[config.mk]
export PLATFORM = sky130hd
export DESIGN_NAME = sub_sequencer
export DESIGN_NICKNAME = d
export VERILOG_FILES = /design/src/rtl/sub_sequencer.sv
export SDC_FILE = /design/constraint.sdc
export NUM_CORES = 1
export LEC_CHECK = 0
export CORE_MARGIN = 2
export CORE_UTILIZATION = 25
export DETAILED_ROUTE_END_ITERATION = 10
export MAX_ROUTING_LAYER = met4
export PLACE_DENSITY = 0.59
export SYNTH_ARGS = -nofsm -noshare
export SYNTH_HDL_FRONTEND = slang
export SYNTH_SLANG_ARGS = --single-unit
[constraint.sdc]
create_clock -name clock -period 1.5 [get_ports clock]
set_input_delay 0.3 -clock clock [delete_from_list [all_inputs] [get_ports clock]]
set_output_delay 0.3 -clock clock [all_outputs]
set_load 0.02 [all_outputs]
[src/rtl/sub_sequencer.sv]
// Operand sequencer and result/flag register around the combinational 6-bit subtractor.
// Captures A then B on LOAD rising edges, registers the difference and flags, then holds them for display.
module sub_sequencer #(
  parameter int WIDTH = 6
) (
  input  logic             clock,
  input  logic             reset_n,
  input  logic [WIDTH-1:0] DATA_IN,
  input  logic             LOAD,
  output logic [WIDTH-1:0] A,
  output logic [WIDTH-1:0] B,
  input  logic [WIDTH-1:0] SUB_RESULT,
  output logic [WIDTH-1:0] RESULT,
  output logic             OVF,
  output logic             ZERO,
  output logic             NEG,
  output logic             DONE,
  output logic [1:0]       STATE
);

  typedef enum logic [1:0] {
    WAIT_A = 2'b00,
    WAIT_B = 2'b01,
    EXEC   = 2'b10,
    SHOW   = 2'b11
  } state_t;

  state_t           r_state;
  state_t           w_next;
  logic             r_load_q;
  logic             w_ld;
  logic             w_ld_a;
  logic             w_ld_b;
  logic             w_exec;
  logic [WIDTH-1:0] r_a;
  logic [WIDTH-1:0] r_b;
  logic [WIDTH-1:0] r_result;
  logic             r_ovf;
  logic             r_zero;
  logic             r_neg;

  // load_q resets high so a LOAD held through reset release is not a press
  assign w_ld = LOAD & ~r_load_q;

  always_ff @(posedge clock) begin
    if (!reset_n) begin
      r_load_q <= 1'b1;
    end else begin
      r_load_q <= LOAD;
    end
  end

  always_ff @(posedge clock) begin
    if (!reset_n) begin
      r_state <= WAIT_A;
    end else begin
      r_state <= w_next;
    end
  end

  always_comb begin
    w_next = r_state;
    case (r_state)
      WAIT_A:  if (w_ld) w_next = WAIT_B;
      WAIT_B:  if (w_ld) w_next = EXEC;
      EXEC:    w_next = SHOW;
      SHOW:    if (w_ld) w_next = WAIT_B;
      default: w_next = WAIT_A;
    endcase
  end

  always_comb begin
    w_ld_a = 1'b0;
    w_ld_b = 1'b0;
    w_exec = 1'b0;
    case (r_state)
      WAIT_A:  w_ld_a = w_ld;
      WAIT_B:  w_ld_b = w_ld;
      EXEC:    w_exec = 1'b1;
      SHOW:    w_ld_a = w_ld;
      default: ;
    endcase
    DONE  = (r_state == SHOW);
    STATE = r_state;
  end

  always_ff @(posedge clock) begin
    if (!reset_n) begin
      r_a      <= '0;
      r_b      <= '0;
      r_result <= '0;
      r_ovf    <= 1'b0;
      r_zero   <= 1'b0;
      r_neg    <= 1'b0;
    end else begin
      if (w_ld_a) r_a <= DATA_IN;
      if (w_ld_b) r_b <= DATA_IN;
      if (w_exec) begin
        r_result <= SUB_RESULT;
        r_ovf    <= (r_a[WIDTH-1] != r_b[WIDTH-1]) && (SUB_RESULT[WIDTH-1] != r_a[WIDTH-1]);
        r_zero   <= (SUB_RESULT == '0);
        r_neg    <= SUB_RESULT[WIDTH-1];
      end
    end
  end

  assign A      = r_a;
  assign B      = r_b;
  assign RESULT = r_result;
  assign OVF    = r_ovf;
  assign ZERO   = r_zero;
  assign NEG    = r_neg;

endmodule
Word-level counts from Yosys, hierarchy flattened:

Index checks and enable logic that the tools add are counted.
Widths: inputs -> output; s select.

* word-level logic and storage cells: 28
* output and inout port bits: 24
* bits in registers: 24
* input bits: 15

* eq/ne operators: 7
* muxes and demuxes: 6
* reductions and logical operators: 5
* bitwise gates (word level): 2

Operators with widths (count)
* $logic_not 6->1: 1
* $pmux 2 s3: 1
* $eq 2x2->1 const B: 2
* $mux 2: 2
* $mux 1: 3
* $eq 2x1->1 const B: 1
* $logic_not 2->1: 1
* $ne 1x1->1: 2
* $ne 2x1->1 const B: 1
* $ne 2x2->1 const B: 1
* $reduce_and 2->1: 1
* $reduce_or 2->1: 1
* $and 1x1->1: 1
* $logic_and 1x1->1: 1
* $not 1->1: 1

Longest topological paths before layout:

Gate-level depths: netlist (run 1).

* word-level depth: 4
* mapped depth: 6
* depth with buffers taken out: 5

Worst setup path after synthesis (run 1):

OpenSTA, ideal clock, no wires.

* path kind: register to register
* start: register r_state[0] (netlist: STATE[0])
* end: register r_a[5] (netlist: A[5])
* buffers on the path: 1
* arrival time: 1260 ps
* data required time: 1377 ps
* clock period less this slack: 1383 ps
* stages on the path, launching flop included: 7
* slack: 117 ps
* cells stage by stage: dfxtp_1 > inv_1 > ha_1 > nand3b_1 > buf_2 > nand3_1 > o21ai_0

* word-level cells in the longest chain between the ends: 3
* elaborated cells between the ends (all ways): 4

Ends and longest elaborated chain
* start, declared: RTL line 28 `state_t r_state;`
* start signal, assigned: RTL line 57 `r_state <= w_next;`
* $eq 2x2->1 / $logic_not 2->1 (equally long branches): RTL line 76 `case (r_state)`
* $reduce_or 2->1 (no line) (*)
* $mux 1 (*): RTL line 76
* end signal, assigned: RTL line 89 `r_a <= '0;`
* end signal, assigned: RTL line 96 `if (w_ld_a) r_a <= DATA_IN;`
* end, declared: RTL line 35 `logic [WIDTH-1:0] r_a;`

Mark *: on every way between the ends. The rest lies on a longest branch, timed or not.
A chain may end at the register's enable or synchronous reset.

Worst setup path after layout (run 1):

* start: register r_state[0] (netlist: STATE[0])
* end: output port DONE

* word-level cells in the longest chain between the ends: 1

Ends and longest elaborated chain
* $eq 2x2->1: RTL line 83 `DONE = (r_state == SHOW);`
* end, declared: RTL line 17 `output logic DONE,`

No other way between the ends.

==> flow_summary.toml, run 1 <==
[run_status]
status = "completed"

[cts]
root_buffer = "clkbuf_8"
clock_latency_ns = 0.26
clock_sinks = 23
cts_tree = "built"
cts_buffers = 3
h-tree-depth = 1
cts_buffer_depth = 2
cts_hold_buf = 0
clkTransAtPathRegs_ns = 0.08

[yosys]
synth-edff-count = 0
syn_area_um2 = 920
syn_inst = 96
ys_ff_latch = 23
yosysWarnings = 0
ys_types = 22
async_flop_share_pct = 0
syn-num-nets = 114
synthFlopType = "dfxtp_1"
ys_seq_area_share_pct = 50.1
syn_avg_cell_area_um2 = 9.58

[setup_path]
crit_fanout = 5
crit_type = "register to primary output"
slowest_delay_ns = 0.39
critPathArrivalTime_ns = 1.10
start_kind = "register"
slowest_stage = "dfxtp_1"
r2r-start = "STATE[0]$_SDFFE_PN0P_"
crit_required_ns = 1.20
startpoint = "STATE[0]$_SDFFE_PN0P_"
cp_cell_sequence = "ha_1 > clkdlybuf4s15_1"
cp-end-kind = "primary output"
cpLargestDelayFamily = "flip-flops"
crit_buf_inv = 1

[global_routing]
gr-usage-all-layers_pct = 11.0
antenna_found_initial = 0
top_usage_layer = "met2"
grt_max_degree = 30
grt_pass1_vias = 765
grt_use_met3_pct = 3.30
use_met1_pct = 12.7
grt_first_pass_wirelength_um = 3410
gr-usage-met2_pct = 17.8
grt_remaining_overflow = 0

[timing]
relSlewSlack_pct = 74.5
rsz0062_at_grt = "no"
max_freq_mhz = 714
finalHoldViolations = 0
setup_viol = 0
slew_violations = 0
holdWs_ns = 0.468
fin_ws_ns = 0.0987
fin_tns_setup_ns = 0
worst_pin_slew_ns = 0.382
min_period_over_period_pct = 93.4
finalCriticalPeriod_ns = 1.40
fin_skew_ns = 0.00366

[power_and_ir_drop]
power.density_mw_per_mm2 = 1270
seq_power_share_pct = 43.0
intPower_uw = 1190
power_switching_uw = 582
combPwrFrac_pct = 35.9
p_leak_uw = 0.000658
vdd_drop_max_uv = 407
pwr-share-clk_pct = 21.1
switching_share_pct = 32.8

[routing]
vias = 797
routed_wl_um = 2010
viasPerCell = 4.36
post_drt_wl_per_cell_um = 11.0
antenna_left = 0
drtIter0Drc = 35
first_pass_iters = 4
drc = 0

[die]
die_x_um = 64.7
ios = 39
die_y_um = 64.7
std_cell_rows = 22
dieArea_mm2 = 0.00418
coreArea_mm2 = 0.00361
start_util_pct = 25.5

[placed_design]
gp_congestion = 0.741
portBuffers = 38
dp_cells = 179
place_ws_ns = 0.0467
hpwl_um = 1510

[finish]
diodes = 0
areaGrowthSynthToFinish_pct = 51.2
layout.cells.non_filler = 183
drive_gt1_share_pct = 7.41
postLayoutCoreUtil_pct = 38.5
fin_nets = 154
nFillCells = 366

[worst_hold_path]
hold_path_class = "register to register"
worstHoldStart = "A[2]$_SDFFE_PN0P_"

[flow_run]
maxCapViolations = 0
## cell usage in the layout (no fill, tap or decap)
master	n
clkdlybuf4s15_1	1
nor2b_1	6
clkbuf_8	3
a32o_1	1
nand2b_1	2
nor4_1	1
buf_4	3
mux2i_1	6
nand3_1	12
dfxtp_1	22
dlymetal6s2s_1	4
a21boi_1	2
clkdlybuf4s50_1	14
nor2_1	1
inv_4	1
nor4b_2	1
nand3b_1	3
dfxtp_2	1
nand2_1	9
a31oi_1	1
a21o_1	2
dlygate4sd2_1	19
clkbuf_1	1
buf_12	1
inv_1	2
ha_1	3
o21ai_0	13
## stage by stage
step / total power, µW / area [µm²]
after global routing: 1910 / 1390
final: 1770 / 1390
after detailed placement: 1480 / 1360
after global placement: 1470 / 1360
after CTS: 1800 / 1380
after floorplan: 1200 / 920
## worst register-to-register path: cells and delay by family (launching register included)
family,cells,cell delay [ns]
fa+ha+maj,1,0.38
flops,1,0.35
buf+inv,2,0.28
simple gates,1,0.06
mux,1,0.19
## power groups by stage
| stage | clock network (µW) | registers [µW] | logic, µW |
|---|---|---|---|
| finish | 373 | 763 | 636 |
| global route | 430 | 782 | 698 |
| CTS | 389 | 764 | 648 |
| detailed placement | 0 | 781 | 703 |
| global placement | 0 | 772 | 696 |
| floorplan | 0 | 882 | 318 |
## sequential cells by signal (all words and copies together) (netlist names)
register / cells
A: 6
B: 6
OVF: 1
RESULT: 6
STATE: 2
ZERO: 1
r_load_q: 1
## synth_stat cells, types with 2 or more instances
| master | n | area, µm² |
|---|---|---|
| o21ai_0 | 13 | 65.1 |
| a21o_1 | 2 | 15.0 |
| nand2_1 | 9 | 33.8 |
| mux2i_1 | 6 | 60.1 |
| nor2b_1 | 6 | 37.5 |
| nand3_1 | 12 | 60.1 |
| buf_2 | 3 | 15.0 |
| a21boi_1 | 2 | 15.0 |
| ha_1 | 3 | 37.5 |
| nand2b_1 | 2 | 12.5 |
| buf_4 | 2 | 15.0 |
| nand3b_1 | 3 | 22.5 |
| inv_1 | 2 | 7.51 |
| dfxtp_1 | 23 | 460 |
## layout make-up
cell class	count	area, µm²	area share (%)
timing repair buffer	42	409	29.4
multi-input combinational	63	400	28.8
tap	48	60.1	4.32
inverter	3	13.8	0.990
clock buffer	4	45.0	3.24
sequential	23	462	33.2
## worst paths after layout
check / endpoint / slack, ns / cells past startpoint
worst max-delay path: DONE / 0.1 / 2
worst min-delay path: A[2]$_SDFFE_PN0P_ / 0.47 / 2
worst max register to register: RESULT[4]$_SDFFE_PN0N_ / 0.13 / 5
worst min register to register: A[2]$_SDFFE_PN0P_ / 0.47 / 2
## layer usage
metal | wire, µm | vias to the layer above
met1 | 916 | 356
met3 | 126 | 4
met4 | 29 | 0
li1 | - | 407
met2 | 941 | 30
met5 | 0 | -
## repair_timing
item | 4_1_cts | 5_1_grt
buffers inserted | 0 | 0
cloned | 0 | 0
endpoints found under the setup margin | 20 | 5
resized for setup | 20 | 6
## logic make-up after synthesis
family,count (synthesis),synth area share (%)
DFF,23,50.1
muxes,6,6.53
and+or+nand+nor,35,20.8
buffers and inverters,10,6.39
AOI/OAI and AO/OA,19,12.1
adders and majority gates,3,4.08
Power figures use the tool's default switching activity.
==> inputs of run 2 (changes only) <==
- CTS_CLUSTER_SIZE: default -> 20
- GPL_TIMING_DRIVEN: default -> 0
==> flow_summary.toml, run 2 (synthesis gave the netlist of run 1 again) <==
[run_status]
status = "completed"

[global_routing]
antenna_found_initial = 0
gr-usage-all-layers_pct = 11.3
grt_first_pass_wirelength_um = 3610
grt_remaining_overflow = 0
grt_pass1_vias = 822
grt_max_degree = 14

[setup_path]
crit_fanout = 5
crit_required_ns = 1.20
start_kind = "register"
crit_type = "register to primary output"
slowest_stage = "dfxtp_2"
cp-end-kind = "primary output"
critPathArrivalTime_ns = 1.10
slowest_delay_ns = 0.35
cp_cell_sequence = "ha_1 > dlygate4sd2_1"

[power_and_ir_drop]
p_leak_uw = 0.000642
vdd_drop_max_uv = 346
power.density_mw_per_mm2 = 1290

[timing]
min_period_over_period_pct = 93.5
max_freq_mhz = 713
worst_pin_slew_ns = 0.387
fin_ws_ns = 0.0971
finalCriticalPeriod_ns = 1.40
relSlewSlack_pct = 74.2
fin_skew_ns = 0.00148
slew_violations = 0
rsz0062_at_grt = "no"
setup_viol = 0
finalHoldViolations = 0
fin_tns_setup_ns = 0

[die]
dieArea_mm2 = 0.00418
coreArea_mm2 = 0.00361
std_cell_rows = 22
start_util_pct = 25.5
ios = 39
die_y_um = 64.7
die_x_um = 64.7

[finish]
fin_nets = 157
drive_gt1_share_pct = 10.1
diodes = 0
final_cell_mix = "dlygate4sd2_1 (22), dfxtp_1 (21), clkdlybuf4s50_1 (14)"
final_common_cell = "dlygate4sd2_1"
post-route-cell-area_mm2 = 0.00139
postLayoutCoreUtil_pct = 38.5
areaGrowthSynthToFinish_pct = 51.0

[routing]
post_drt_wl_per_cell_um = 11.6
routed_wl_um = 2160
first_pass_iters = 4
drc = 0
antenna_left = 0
viasPerCell = 4.30
drtIter0Drc = 13
vias = 800

[cts]
cts_hold_buf = 0
h-tree-depth = 1
clock_latency_ns = 0.26
cts_buffer_depth = 2
post_cts_buffers = 0
root_buffer = "clkbuf_8"
clock_sinks = 23
cts_resized = 22
cts_buffers = 3
cts_tree = "built"
clkTransAtPathRegs_ns = 0.08

[flow_run]
maxCapViolations = 0

[placed_design]
portBuffers = 38
gp_congestion = 0.685
place_ws_ns = 0.0189
postPlaceCellArea_mm2 = 0.00136
hpwl_um = 1670

[worst_hold_path]
hold_path_class = "register to register"
run 2: cell count changes in the layout (fill, tap and decap cells not counted):
cell	before	now
buf_12	1	0
buf_2	0	2
buf_6	0	1
clkdlybuf4s15_1	1	0
clkinv_2	0	1
dfxtp_1	22	21
dfxtp_2	1	2
dlygate4sd2_1	19	22
dlymetal6s2s_1	4	2
run 2: cell type report:
type	instances	area, µm²
clock buffer	3	41.3
tap	48	60.1
timing repair buffer	38	358
clock inverter	1	5.00
inverter	3	13.8
buffer	7	47.5
fill	380	2220
multi-input combinational	63	400
sequential	23	463
run 2: worst paths after layout:
path              slack [ns]           endpoint  cells after the start                   from
hold / removal          0.48  B[2]$_SDFFE_PN0P_                      2      B[2]$_SDFFE_PN0P_
setup reg to reg        0.18  A[5]$_SDFFE_PN0P_                      6  STATE[0]$_SDFFE_PN0P_
hold reg to reg         0.48  B[2]$_SDFFE_PN0P_                      2      B[2]$_SDFFE_PN0P_
setup / recovery         0.1               DONE                      2  STATE[0]$_SDFFE_PN0P_
run 2: critical path: cells and delay by family (launching register included):
family     cells  cell delay (ns)
buf+inv        1             0.31
flops          1             0.35
fa+ha+maj      1             0.18
run 2: stage by stage:
stage	hold slack, ns	total power, µW	std cells
global placement	0.458	1470	182
finish	0.476	1790	186
floorplan	0.401	1200	96
detailed placement	0.470	1500	182
CTS	0.479	1810	186
global route	0.502	1920	186
run 2: metal layers:
metal / vias to the layer above / wire length, µm / part of all wire, % / track usage, %
met5: - / 0 / 0 / -
met4: 0 / 11 / 0.51 / 3.99
met3: 2 / 91 / 4.2 / 2.43
met2: 26 / 1020 / 47 / 19.8
met1: 360 / 1040 / 48 / 12.8
li1: 412 / - / - / -
run 2: power breakdown:
group | internal [µW] | total (µW) | leakage, µW | switching [µW]
Clock | 185 | 375 | 0.0000255 | 190
Sequential | 706 | 769 | 0.000188 | 62.9
Combinational | 303 | 645 | 0.000428 | 342
==> inputs of run 3 (changes only) <==
- CTS_BUF_LIST: default -> sky130_fd_sc_hd__clkbuf_16
==> flow_summary.toml, run 3 (synthesis gave the netlist of run 1 again) <==
[die]
ios = 39
std_cell_rows = 22
die_x_um = 64.7
dieArea_mm2 = 0.00418
start_util_pct = 25.5
coreArea_mm2 = 0.00361
die_y_um = 64.7

[setup_path]
cp-end-kind = "primary output"
r2r_slack_ns = 0.18
cpLargestDelayFamily = "flip-flops"
slowest_stage = "dfxtp_1"
start_kind = "register"
crit_required_ns = 1.20
slowest_delay_ns = 0.39
cp_cell_sequence = "ha_1 > dlygate4sd2_1"
critPathArrivalTime_ns = 1.12
crit_type = "register to primary output"
crit_buf_inv = 1
crit_fanout = 5

[timing]
finalCriticalPeriod_ns = 1.42
relSlewSlack_pct = 74.7
fin_tns_setup_ns = 0
worst_pin_slew_ns = 0.380
slew_violations = 0
max_freq_mhz = 703
min_period_over_period_pct = 94.8
setup_viol = 0
fin_skew_ns = 0.00151
holdWs_ns = 0.473
rsz0062_at_grt = "no"
finalHoldViolations = 0

[power_and_ir_drop]
pwr-share-clk_pct = 28.3
power.density_mw_per_mm2 = 1370
seq_power_share_pct = 38.7
p_leak_uw = 0.000764
intPower_uw = 1380
vdd_drop_max_uv = 443
switching_share_pct = 30.7
power_switching_uw = 610
combPwrFrac_pct = 33.1

[finish]
final_common_cell = "dfxtp_1"
drive_gt1_share_pct = 9.42
areaGrowthSynthToFinish_pct = 57.8
fin_nets = 157
nFillCells = 371
final_cell_mix = "dfxtp_1 (22), clkdlybuf4s50_1 (14), dlygate4sd2_1 (14)"
diodes = 0

[global_routing]
gr-usage-all-layers_pct = 11.1
grt_pass1_vias = 816
grt_first_pass_wirelength_um = 3550
antenna_found_initial = 0
grt_max_degree = 14
grt_remaining_overflow = 0

[routing]
routed_wl_um = 2130
vias = 803
drc = 0
first_pass_iters = 4
route.met3.wl_um = 88
post_drt_wl_per_cell_um = 11.5
viasPerCell = 4.32
antenna_left = 0
wl_met1_um = 1020
drtIter0Drc = 10
topRoutingLayerUsed = "met4"
met2_length_um = 1010

[flow_run]
maxCapViolations = 0

[placed_design]
gp_congestion = 0.685
portBuffers = 38
hpwl_um = 1670

[cts]
h-tree-depth = 1
cts_buffer_depth = 2
cts_buffers = 3
cts_tree = "built"
root_buffer = "clkbuf_16"
clkTransAtPathRegs_ns = 0.06
clock_sinks = 23
clock_latency_ns = 0.25

[run_status]
status = "completed"

[worst_hold_path]
hold_path_class = "register to register"
==> run 3: worst paths after layout <==
| check | to | from | cells past startpoint |
|---|---|---|---|
| max reg2reg | A[5]$_SDFFE_PN0P_ | STATE[0]$_SDFFE_PN0P_ | 6 |
| max | DONE | STATE[1]$_SDFFE_PN0P_ | 2 |
| min | A[0]$_SDFFE_PN0P_ | A[0]$_SDFFE_PN0P_ | 2 |
| min reg2reg | A[0]$_SDFFE_PN0P_ | A[0]$_SDFFE_PN0P_ | 2 |
==> run 3: metal layers <==
metal  vias up  track usage (%)
li1        412                -
met1       363             12.5
met2        26             19.4
met3         2             2.43
met4         0             3.99
met5         -                -
==> run 3: tightest hold or removal path, stage by stage (launching register included) <==
cell	delay, ns
dfxtp_1	0.31
nand3_1	0.05
o21ai_0	0.06
==> run 3: metrics by stage <==
| stage | util, % | setup slack (ns) | std cells | total power (µW) | area (µm²) |
|---|---|---|---|---|---|
| after floorplan | - | 0.117 | 96 | 1200 | 920 |
| after global placement | 37.7 | 0.0429 | 182 | 1470 | 1360 |
| after detailed placement | 37.7 | 0.0189 | 182 | 1500 | 1360 |
| after CTS | 39.5 | 0.00253 | 186 | 2020 | 1420 |
| after global routing | 40.2 | 0.0156 | 186 | 2120 | 1450 |
| final | 40.2 | 0.0779 | 186 | 1990 | 1450 |
==> run 3: timing repair <==
item	CTS	global route
hold buffers	0	0
buffers inserted	0	0
endpoints found under the setup margin	14	15
resized for setup	14	13
==> run 3: layout make-up <==
type                    count  area (µm²)  area share (%)
clock inverters             1        5.00           0.345
clock buffers               3        75.1            5.17
plain buffers               7        47.5            3.28
multi-input cells          63         400            27.6
inverters                   3        13.8           0.948
repair buffers             38         388            26.7
flip-flops and latches     23         462            31.8
well taps                  48        60.1            4.14
==> run 3: power by group through the flow <==
| stage | Sequential (µW) | Clock [µW] | Combinational [µW] |
|---|---|---|---|
| after floorplan | 882 | 0 | 318 |
| after global placement | 774 | 0 | 700 |
| after detailed placement | 784 | 0 | 714 |
| after CTS | 769 | 580 | 674 |
| after global routing | 786 | 617 | 718 |
| final | 768 | 562 | 657 |
